`config.mk`:
```
export PLATFORM = sky130hd
export DESIGN_NAME = ram_dma_copy
export DESIGN_NICKNAME = d
export VERILOG_FILES = /design/src/rtl/ram_pkg.sv /design/src/rtl/ram_dma_addr_gen.sv /design/src/rtl/ram_dma_copy.sv
export SDC_FILE = /design/constraint.sdc
export NUM_CORES = 1
export LEC_CHECK = 0
export ABC_CLOCK_PERIOD_IN_PS = 3900
export CAP_MARGIN = 20
export CORE_ASPECT_RATIO = 1.1
export CORE_MARGIN = 1
export CORE_UTILIZATION = 45
export CTS_CLUSTER_SIZE = 16
export DETAILED_ROUTE_END_ITERATION = 6
export GPL_ROUTABILITY_DRIVEN = 0
export PLACE_DENSITY = 0.79
export RECOVER_POWER = 25
export SLEW_MARGIN = 25
export SYNTH_ARGS = -nofsm -noshare
export SYNTH_HDL_FRONTEND = slang
export SYNTH_SLANG_ARGS = --single-unit
```
`constraint.sdc`:
```
create_clock -name clk -period 3.9 [get_ports clk]
set_clock_uncertainty 0.05 [all_clocks]
set_input_delay 0.585 -clock clk [delete_from_list [all_inputs] [get_ports clk]]
set_output_delay 0.585 -clock clk [all_outputs]
set_load 0.01 [all_outputs]
```
`src/rtl/ram_pkg.sv`:
```
// Shared constants and FSM state type for the ram64 DMA copy engine.
// Optional feature macro used by the top: RAM_DMA_FILL_EN.
package ram_pkg;

  localparam int ADDR_W = 6;
  localparam int DATA_W = 16;
  localparam int LEN_W  = 7;

  localparam logic [LEN_W-1:0] MAX_LEN = 7'd64;

  typedef enum logic [1:0] {
    IDLE,
    READ,
    WRITE,
    DONE
  } dma_state_t;

endpackage

```
`src/rtl/ram_dma_addr_gen.sv`:
```
// Source/destination pointers and remaining-word counter for ram_dma_copy.
// A load takes priority over a step; the pointers wrap silently modulo 2**ADDR_W.
module ram_dma_addr_gen
  import ram_pkg::*;
(
  input  logic              clk,
  input  logic              rst_n,
  input  logic              load,
  input  logic              step,
  input  logic [ADDR_W-1:0] src_in,
  input  logic [ADDR_W-1:0] dst_in,
  input  logic [LEN_W-1:0]  len_in,
  output logic [ADDR_W-1:0] src_ptr,
  output logic [ADDR_W-1:0] dst_ptr,
  output logic [LEN_W-1:0]  remaining
);

  logic [ADDR_W-1:0] src_q, src_d;
  logic [ADDR_W-1:0] dst_q, dst_d;
  logic [LEN_W-1:0]  rem_q, rem_d;

  always_comb begin
    src_d = src_q;
    dst_d = dst_q;
    rem_d = rem_q;
    if (load) begin
      src_d = src_in;
      dst_d = dst_in;
      rem_d = len_in;
    end else if (step) begin
      src_d = src_q + ADDR_W'(1);
      dst_d = dst_q + ADDR_W'(1);
      rem_d = rem_q - LEN_W'(1);
    end
  end

  always_ff @(posedge clk or negedge rst_n) begin
    if (!rst_n) begin
      src_q <= '0;
      dst_q <= '0;
      rem_q <= '0;
    end else begin
      src_q <= src_d;
      dst_q <= dst_d;
      rem_q <= rem_d;
    end
  end

  assign src_ptr   = src_q;
  assign dst_ptr   = dst_q;
  assign remaining = rem_q;

endmodule

```
`src/rtl/ram_dma_copy.sv`:
```
// Block-copy bus master for the ram64 word RAM: copies len words from src to dst, 2 cycles/word.
// Define RAM_DMA_FILL_EN to add a fill mode (fill_en/fill_val) that writes a constant at 1 cycle/word.
module ram_dma_copy
  import ram_pkg::*;
(
  input  logic              clk,
  input  logic              rst_n,
  input  logic              start,
  input  logic [ADDR_W-1:0] src,
  input  logic [ADDR_W-1:0] dst,
  input  logic [LEN_W-1:0]  len,
`ifdef RAM_DMA_FILL_EN
  input  logic              fill_en,
  input  logic [DATA_W-1:0] fill_val,
`endif
  output logic              busy,
  output logic              done,
  output logic [ADDR_W-1:0] ram_adr,
  output logic [DATA_W-1:0] ram_data,
  output logic              ram_load,
  input  logic [DATA_W-1:0] ram_out
);

  dma_state_t        state_q, state_d;
  logic [DATA_W-1:0] hold_q, hold_d;
  logic              busy_q, busy_d;
  logic              done_q, done_d;
  logic              gen_load, gen_step;
  logic [ADDR_W-1:0] src_ptr, dst_ptr;
  logic [LEN_W-1:0]  remaining;
  logic [LEN_W-1:0]  len_sat;
  logic              start_fill;
  logic              cur_fill;
  logic [DATA_W-1:0] write_val;

`ifdef RAM_DMA_FILL_EN
  logic              fill_q, fill_d;
  logic [DATA_W-1:0] fill_val_q, fill_val_d;

  always_comb begin
    fill_d     = fill_q;
    fill_val_d = fill_val_q;
    if (state_q == IDLE && start) begin
      fill_d     = fill_en;
      fill_val_d = fill_val;
    end
  end

  always_ff @(posedge clk or negedge rst_n) begin
    if (!rst_n) begin
      fill_q     <= 1'b0;
      fill_val_q <= '0;
    end else begin
      fill_q     <= fill_d;
      fill_val_q <= fill_val_d;
    end
  end

  assign start_fill = fill_en;
  assign cur_fill   = fill_q;
  assign write_val  = fill_q ? fill_val_q : hold_q;
`else
  assign start_fill = 1'b0;
  assign cur_fill   = 1'b0;
  assign write_val  = hold_q;
`endif

  assign len_sat = (len > MAX_LEN) ? MAX_LEN : len;

  ram_dma_addr_gen u_addr_gen (
    .clk       (clk),
    .rst_n     (rst_n),
    .load      (gen_load),
    .step      (gen_step),
    .src_in    (src),
    .dst_in    (dst),
    .len_in    (len_sat),
    .src_ptr   (src_ptr),
    .dst_ptr   (dst_ptr),
    .remaining (remaining)
  );

  always_comb begin
    state_d  = state_q;
    hold_d   = hold_q;
    gen_load = 1'b0;
    gen_step = 1'b0;
    case (state_q)
      IDLE: begin
        if (start) begin
          gen_load = 1'b1;
          if (len_sat == '0)   state_d = DONE;
          else if (start_fill) state_d = WRITE;
          else                 state_d = READ;
        end
      end
      READ: begin
        hold_d  = ram_out;
        state_d = WRITE;
      end
      WRITE: begin
        gen_step = 1'b1;
        if (remaining == LEN_W'(1)) state_d = DONE;
        else if (cur_fill)          state_d = WRITE;
        else                        state_d = READ;
      end
      DONE:    state_d = IDLE;
      default: state_d = IDLE;
    endcase
    busy_d = (state_d == READ) || (state_d == WRITE);
    done_d = (state_d == DONE);
  end

  always_ff @(posedge clk or negedge rst_n) begin
    if (!rst_n) begin
      state_q <= IDLE;
      hold_q  <= '0;
      busy_q  <= 1'b0;
      done_q  <= 1'b0;
    end else begin
      state_q <= state_d;
      hold_q  <= hold_d;
      busy_q  <= busy_d;
      done_q  <= done_d;
    end
  end

  // RAM port is a pure decode of the state register, so reset drops ram_load at once.
  always_comb begin
    ram_adr  = '0;
    ram_data = '0;
    ram_load = 1'b0;
    case (state_q)
      READ:  ram_adr = src_ptr;
      WRITE: begin
        ram_adr  = dst_ptr;
        ram_data = write_val;
        ram_load = 1'b1;
      end
      default: ;
    endcase
  end

  assign busy = busy_q;
  assign done = done_q;

endmodule
```
==> flow_metrics.env <==
export IMPL_cp_required_ns=3.26
export IMPL_ios=63
export IMPL_synth_area_per_cell_um2=10.4
export IMPL_ant_nets=0
export IMPL_dp_hpwl_mm=3.04
export IMPL_synth_top_area_share_pct=47.4
export IMPL_place_ws_ns=1.09
export IMPL_tns_ns=0
export IMPL_final_max_slew_violation_count=40
export IMPL_drive_gt1_share_pct=10.0
export IMPL_firstDrtPassIters=4
export IMPL_synth_nets=245
export IMPL_grt_max_degree=40
export IMPL_layout_common_cells="61 x clkdlybuf4s50_1, 39 x dfrtp_1, 17 x nand2_1, 17 x and2_1, 16 x mux2_2"
export IMPL_syn_area_um2=2060
export IMPL_grt_pass1_vias=1542
export IMPL_cp_end_kind="output pin"
export IMPL_core_um2=4350
export IMPL_grt_pass1_wl_mm=7.05
export IMPL_initial_core_util_pct=47.4
export IMPL_worst_slack_ns=0.738
export IMPL_path_clk_slew_ns=0.07
export IMPL_clk_insertion_delay_late_ns=0.30
export IMPL_utilization_pct=64.3
export IMPL_yosysSeqAreaShare_pct=47.4
export IMPL_worst_path_max_fanout=23
export IMPL_cts_inserted_buffers=5
export IMPL_cp_arrival_ns=2.53
export IMPL_die_w_um=66.5
export IMPL_filler_cell_count=363
export IMPL_die_area_um2=4850
export IMPL_final_hold_viol_count=0
export IMPL_finalWirelength_mm=4.38
export IMPL_yosys_top_cells_area="dfrtp_1 47%, mux2_2 8.7%, ha_1 5.5%"
export IMPL_setup_violations=0
export IMPL_power_w=0.00203
export IMPL_fin_nets=306
export IMPL_post_cts_setup_buffers=0
export IMPL_worstMarginPinSlew_ns=2.06
export IMPL_crit_type="reg2out"
export IMPL_portBuffers=62
export IMPL_crit_start="state_q[0]$_DFF_PN0_"
export IMPL_max_freq_mhz=316
export IMPL_r2r_start="state_q[0]$_DFF_PN0_"
export IMPL_cts_root_buf="clkbuf_8"
export IMPL_fp_row_count=25
export IMPL_layout_commonest_cell="clkdlybuf4s50_1"
export IMPL_status="finished, violations left"
export IMPL_groute_usage_overall_pct=19.5
export IMPL_grt_remaining_overflow=0
export IMPL_initialDrtViolationCount=108
export IMPL_remaining_drc_errors=0
export IMPL_p_per_area_nw_per_um2=726
export IMPL_cp_start_kind="flop"
export IMPL_hold_path_startpoint="hold_q[1]$_DFFE_PN0N_"
export IMPL_synth_cells=198
export IMPL_via_per_inst=5.38
export IMPL_hold_buffers=0
export IMPL_antenna_found_initial=0
export IMPL_layout_min_cycle_time_ns=3.16
export IMPL_cts_sinks=39
export IMPL_vias=1683
export IMPL_min_path_cells=1
export IMPL_fin_crit_sh_pct=81.1
export IMPL_placed_area_um2=2720
export IMPL_violations="capacitance limit, slew limit"
export IMPL_cts_buffer_depth=2
export IMPL_area_delta_synth_final_pct=35.8
export IMPL_final_area_um2=2800
export IMPL_num_antenna_cells=0
export IMPL_cts_tree="yes"
export IMPL_die_y_um=73.0
export IMPL_routedWlPerCell_um=14.0
export IMPL_drv_cap=1
export IMPL_ctsResizeCount=0
export IMPL_hold_class="reg2reg"
export IMPL_yosysTopAreaCell="dfrtp_1"
export IMPL_ir_drop_mv=0.349
export IMPL_yosys_warnings=0
export IMPL_htree_levels=2
export IMPL_synth_cell_types=32
export IMPL_slew_headroom_pct=-37.0
export IMPL_leakage_nw=1.11
export IMPL_rsz0062_at_grt="false"
export IMPL_r2r_cells=6
export IMPL_synth_seq_cells=39
-- cell families (layout without fill, tap and decap cells) --
logic type               Yosys count  count (layout)  synth area share [%]
multiplexers                      18              18                  9.72
flip-flops                        39              39                  47.4
XOR/XNOR                          11              11                  4.68
AO/OA/AOI/OAI                     37              37                  10.9
buffers and inverters             16              77                  3.10
adder cells (fa/ha/maj)            9               9                  5.47
AND/OR/NAND/NOR                   68              68                  18.8
-- where the power goes --
group	total (W)	internal (W)	leakage (nW)	switching, W
Sequential	0.000774	0.000612	0.466	0.000162
Combinational	0.000995	0.000548	0.601	0.000447
Clock	0.000263	0.000122	0.0440	0.000141
-- metal layers --
layer	wire length [um]	track usage [%]	share of wire, %	vias to the layer above
met2	2090	32.2	48	45
met1	2000	24.5	46	805
met3	236	6.09	5.4	6
met4	57	5.67	1.3	0
li1	-	-	-	827
met5	0	0	0	-
-- through the flow --
stage | cells | hold WS (ns)
after floorplan | 198 | 0.239
after global placement | 306 | 0.433
after detailed placement | 306 | 0.439
after CTS | 313 | 0.370
after global routing | 313 | 0.470
final | 313 | 0.452
-- worst paths after layout --
path                                                        to  slack (ns)
setup / recovery                                   ram_data[7]        0.74
hold / removal                           hold_q[1]$_DFFE_PN0N_        0.45
setup reg to reg           u_addr_gen.remaining[6]$_DFFE_PN0P_        1.50
hold reg to reg                          hold_q[1]$_DFFE_PN0N_        0.45
max in group asynchronous  u_addr_gen.remaining[1]$_DFFE_PN0P_        1.80
min in group asynchronous    u_addr_gen.src_ptr[2]$_DFFE_PN0P_        0.82
-- worst max-delay path, cell delays in order (launching register included) --
cell	delay, ns
dfrtp_1	0.41
inv_1	0.11
ha_1	0.65
buf_4	0.36
and2_1	0.16
clkdlybuf4s50_1	0.54
-- cell usage after synthesis (all sizes together) --
cell and count:
dfrtp 39, and2 17, nand2 17, mux2 16, o21ai 15, ha 9, a21oi 7, a22oi 7
xor2 7, buf 6, inv 6, nand3 6, nor2b 6, nor2 5, clkbuf 4, nand4 4
xnor2 4, a31oi 3, or3 3, mux2i 2, nand2b 2, nor4 2, nor4b 2, o311ai 2
or4b 2, a2bb2oi 1, nand4b 1, nor4bb 1, o211ai 1, o221ai 1
-- cell type report --
class	instances	area, um^2	area share [%]
clock buffers	5	68.8	2.46
clock inverters	2	13.8	0.492
inverters	6	22.5	0.805
multi-input cells	143	1020	36.4
flip-flops and latches	39	976	34.9
well taps	54	67.6	2.42
repair buffers	64	629	22.5
-- state kept, by name, indices dropped and copies added, names as in the netlist --
signal,count
busy,1
u_addr_gen.src_ptr,6
u_addr_gen.dst_ptr,6
done,1
state_q,2
u_addr_gen.remaining,7
hold_q,16
(Power assumes the default switching activity.)
==> RTL change 1: new RTL, same flow settings <==
`hold_q` no longer has a reset.
--- a/src/rtl/ram_dma_copy.sv
+++ b/src/rtl/ram_dma_copy.sv
@@ -114,15 +114,17 @@
   always_ff @(posedge clk or negedge rst_n) begin
     if (!rst_n) begin
       state_q <= IDLE;
-      hold_q  <= '0;
       busy_q  <= 1'b0;
       done_q  <= 1'b0;
     end else begin
       state_q <= state_d;
-      hold_q  <= hold_d;
       busy_q  <= busy_d;
       done_q  <= done_d;
     end
+  end
+
+  always_ff @(posedge clk) begin
+    hold_q <= hold_d;
   end
 
   // RAM port is a pure decode of the state register, so reset drops ram_load at once.
Behaviour: same outputs for any inputs over 10 cycles, from zero or initial values and one cycle with rst_n low; that may be too few to reach the edited logic, so the function may still have changed.
==> RTL change 1 against the original RTL <==
Final area is 3.3% lower; critical endpoint is now ram_adr[5]; area after synthesis is 5.2% lower; sequential cell count stayed put; sequential power is 2.8% lower; power is 8.0% lower; routed wire length is 7.7% lower; setup slack better by 0.16 ns; highest routed layer unchanged.
==> RTL change 1: results (changes against the original RTL) <==
Synth top cells by count = dfrtp_1, and2_1, nand2_1, edfxtp_1, o21ai_0
Vias = 1540 (-8.5%)
Peak VDD IR = 0.0003600 V (+3.1%)
Register Area = 0.001056 sq mm (+8.2%)
CP arrival = 2.37 ns (-0.16 ns)
Data buffer area share = 23.54% (+1.0 points)
Status = finished clean
CP endpoint = ram_adr[5]
FF-to-FF setup slack = 1.73 ns (+0.23 ns)
Met2 WL = 2017 um (-3.7%)
Drt initial violations = 84 (-22%)
Met1 Usage GRT = 26.45% (+2.0 points)
Hold Crit Class = input pin to asynchronous set/reset pin
Hpwl dp = 2925 um (-3.8%)
Die W = 64.80 um (-2.6%)
Pre-CTS setup slack = 1.162 ns (+0.07732 ns)
Met2 Usage GRT = 30.90% (-1.3 points)
#MultiIn Comb = 127 (-11%)
Largest net degree at the start of global routing = 27 (-33%)
Worst-margin pin slew = 1.237 ns (-0.8181 ns)
Multi-input combinational area share = 31.04% (-5.4 points)
Post-synthesis async set-or-reset flop share = 58.97% (-41 points)
Number of synthesized flops with an enable pin = 16 (+16)
Number of fill cells in the layout = 317 (-13%)
F_max = 0.3327 GHz (+5.2%)
Average cell area after synthesis = 10.84 sq um (+4.3%)
WL met3 = 170 um (-28%)
Routed len/inst = 13.63 um (-2.7%)
Sequential fraction of the synthesis area = 54.10% (+6.7 points)
Slowest-stage cell, CP = clkdlybuf4s50_1
First-pass GRT wire length = 6851 um (-2.8%)
Clkbuf count = 6 (+1)
Placed instance area = 0.002626 sq mm (-3.3%)
Synth-to-layout area growth = 38.59%
## RTL change 1: cell types whose count changed after synthesis, sizes merged
cell,change
buf,-2
dfrtp,-16
edfxtp,+16
mux2,-16
## RTL change 1: power groups by stage
stage | combinational [uW] | sequential [uW] | clock, uW
after floorplan | 532 | 727 | 0
after global placement | 841 | 757 | 0
after detailed placement | 859 | 758 | 0
after CTS | 866 | 752 | 272
after global routing | 958 | 778 | 287
final | 857 | 752 | 261
## RTL change 1: critical path, delay by kind of cell (launching register included)
family	cells	cell delay, ns
compound gates	1	0.10
fa+ha+maj	1	0.50
buf+inv	3	0.96
flops	1	0.41
simple gates	1	0.12
## RTL change 1: logic make-up after synthesis
logic type | count (synthesis) | synth area share [%]
adders and majority gates | 9 | 5.769
and+or+nand+nor | 68 | 19.81
AOI/OAI and AO/OA | 37 | 11.47
muxes | 2 | 1.026
xor gates and xnor gates | 11 | 4.936
buffers and inverters | 14 | 2.884
DFF | 39 | 54.10
==> RTL change 2: new RTL, config.mk and constraints unchanged <==
Made on the original files. Change the package constant `LEN_W` from 7 to 14.
--- a/src/rtl/ram_pkg.sv
+++ b/src/rtl/ram_pkg.sv
@@ -4,7 +4,7 @@
 
   localparam int ADDR_W = 6;
   localparam int DATA_W = 16;
-  localparam int LEN_W  = 7;
+  localparam int LEN_W  = 14;
 
   localparam logic [LEN_W-1:0] MAX_LEN = 7'd64;
 
Interface: changed (resized len); port bits go from 63 to 70. The function was not compared with the original's and may differ.
==> RTL change 2 against the original RTL <==
The flow still finishes with violations (capacitance limit, slew limit); combinational power fell by 0.8%; final area increased by 16%; power increased by 3.3%; die area grew 17%; sequential cell count grew 7; sequential share of layout area up 0.49 points; area after synthesis grew 18%; routed wire length rose by 12%; setup slack better by 0.13 ns.
==> RTL change 2: results (changes against the original RTL) <==
Synth top cells by count = dfrtp_1, nand2_1, and2_1, mux2_2, nor2_1
Register Area = 0.001151 sq mm (+18%)
Slew Limit Fails = 47 (+18%)
Placed instance area = 0.003177 sq mm (+17%)
First-pass GRT wire length = 8507 um (+21%)
Drt initial violations = 142 (+31%)
Switch share = 36.34% (-0.55 points)
CP max FO = 22 (-4.3%)
Synth Area in Compound Gates = 9.943% (-0.93 points)
Inverters, non-clock = 5 (-1)
Clock power share = 13.1% (+0.2 points)
Row Count = 27 (+8.0%)
Slew HR = -58.04% (-21 points)
Mux cell area share after synthesis = 8.655% (-1.1 points)
Peak VDD IR = 0.0002345 V (-33%)
Synth-to-layout area growth = 34.00%
R2r endpoint = busy
IO Port Bufs = 69 (+11%)
Multi-input combinational area share = 37.14% (+0.69 points)
Comb pwr share = 47.0% (-2.0 points)
Routed len/inst = 13.10 um (-6.5%)
Clock-cell share of area = 2.422% (-0.53 points)
Status = finished, violations left
Number of distinct library cells after synthesis = 37 (+16%)
Syn_nets = 290 (+18%)
Root Driver = clkbuf_8
CP arrival = 2.40 ns (-0.13 ns)
CP endpoint = ram_data[5]
Synth area leaders = dfrtp_1, mux2_2, ha_1
Via-per-instance ratio = 5.064 (-5.8%)
Failing checks = capacitance limit, slew limit
Non-clk bufs = 72 (+13%)
Largest net degree at the start of global routing = 47 (+18%)
Synth Register Bits = 46 (+18%)
Final net count = 357 (+17%)
Total GRT Usage = 19.22% (-0.28 points)
Number of fill cells in the layout = 402 (+11%)
Number of max-cap violations = 1 (unchanged)
Pre-CTS setup slack = 1.181 ns (+0.09613 ns)
Combinational gate power = 987 uW (-0.8%)
#MultiIn Comb = 173 (+21%)
Hold Path Origin = hold_q[11]
Share of cells above drive strength 1 = 9.901% (-0.14 points)
Endpoint, Worst Hold = hold_q[11]
Worst r2r path cells = 8 (+2)
Post-Synth Adder-Cell Area = 4.637% (-0.83 points)
Sequential fraction of the synthesis area = 47.40% (about the same)
Leak = 0.001329 uW (+20%)
[RTL change 2: cell types whose count changed in the layout (fill, tap and decap cells not counted), moves of 3 or more]
cell / change
nand3_1: -3
clkdlybuf4s50_1: +7
nor2_1: +9
nand2_1: +6
nor3_1: +7
xnor2_1: +5
dfrtp_1: +7
a22o_1: +4
or4_1: +3
[RTL change 2: routing by layer]
metal / vias to the layer above / global-route usage (%) / wire length [um]
met5: - / 0 / 0
met4: 0 / 4.706 / 31
met3: 5 / 4.569 / 227
met2: 59 / 34.72 / 2494
met1: 883 / 22.86 / 2158
li1: 952 / - / -
[RTL change 2: metrics by stage]
step           hold slack (ns)  instances
6_report                0.4576        375
4_1_cts                 0.4373        375
5_1_grt                 0.4797        375
2_1_floorplan           0.2394        236
3_5_place_dp            0.4398        368
3_3_place_gp            0.4326        368
[RTL change 2: worst max-delay path: stages, from the launching register on]
cell	delay, ns
dfrtp_1	0.40
inv_1	0.10
ha_1	0.63
buf_4	0.29
and2_1	0.14
clkdlybuf4s50_1	0.53
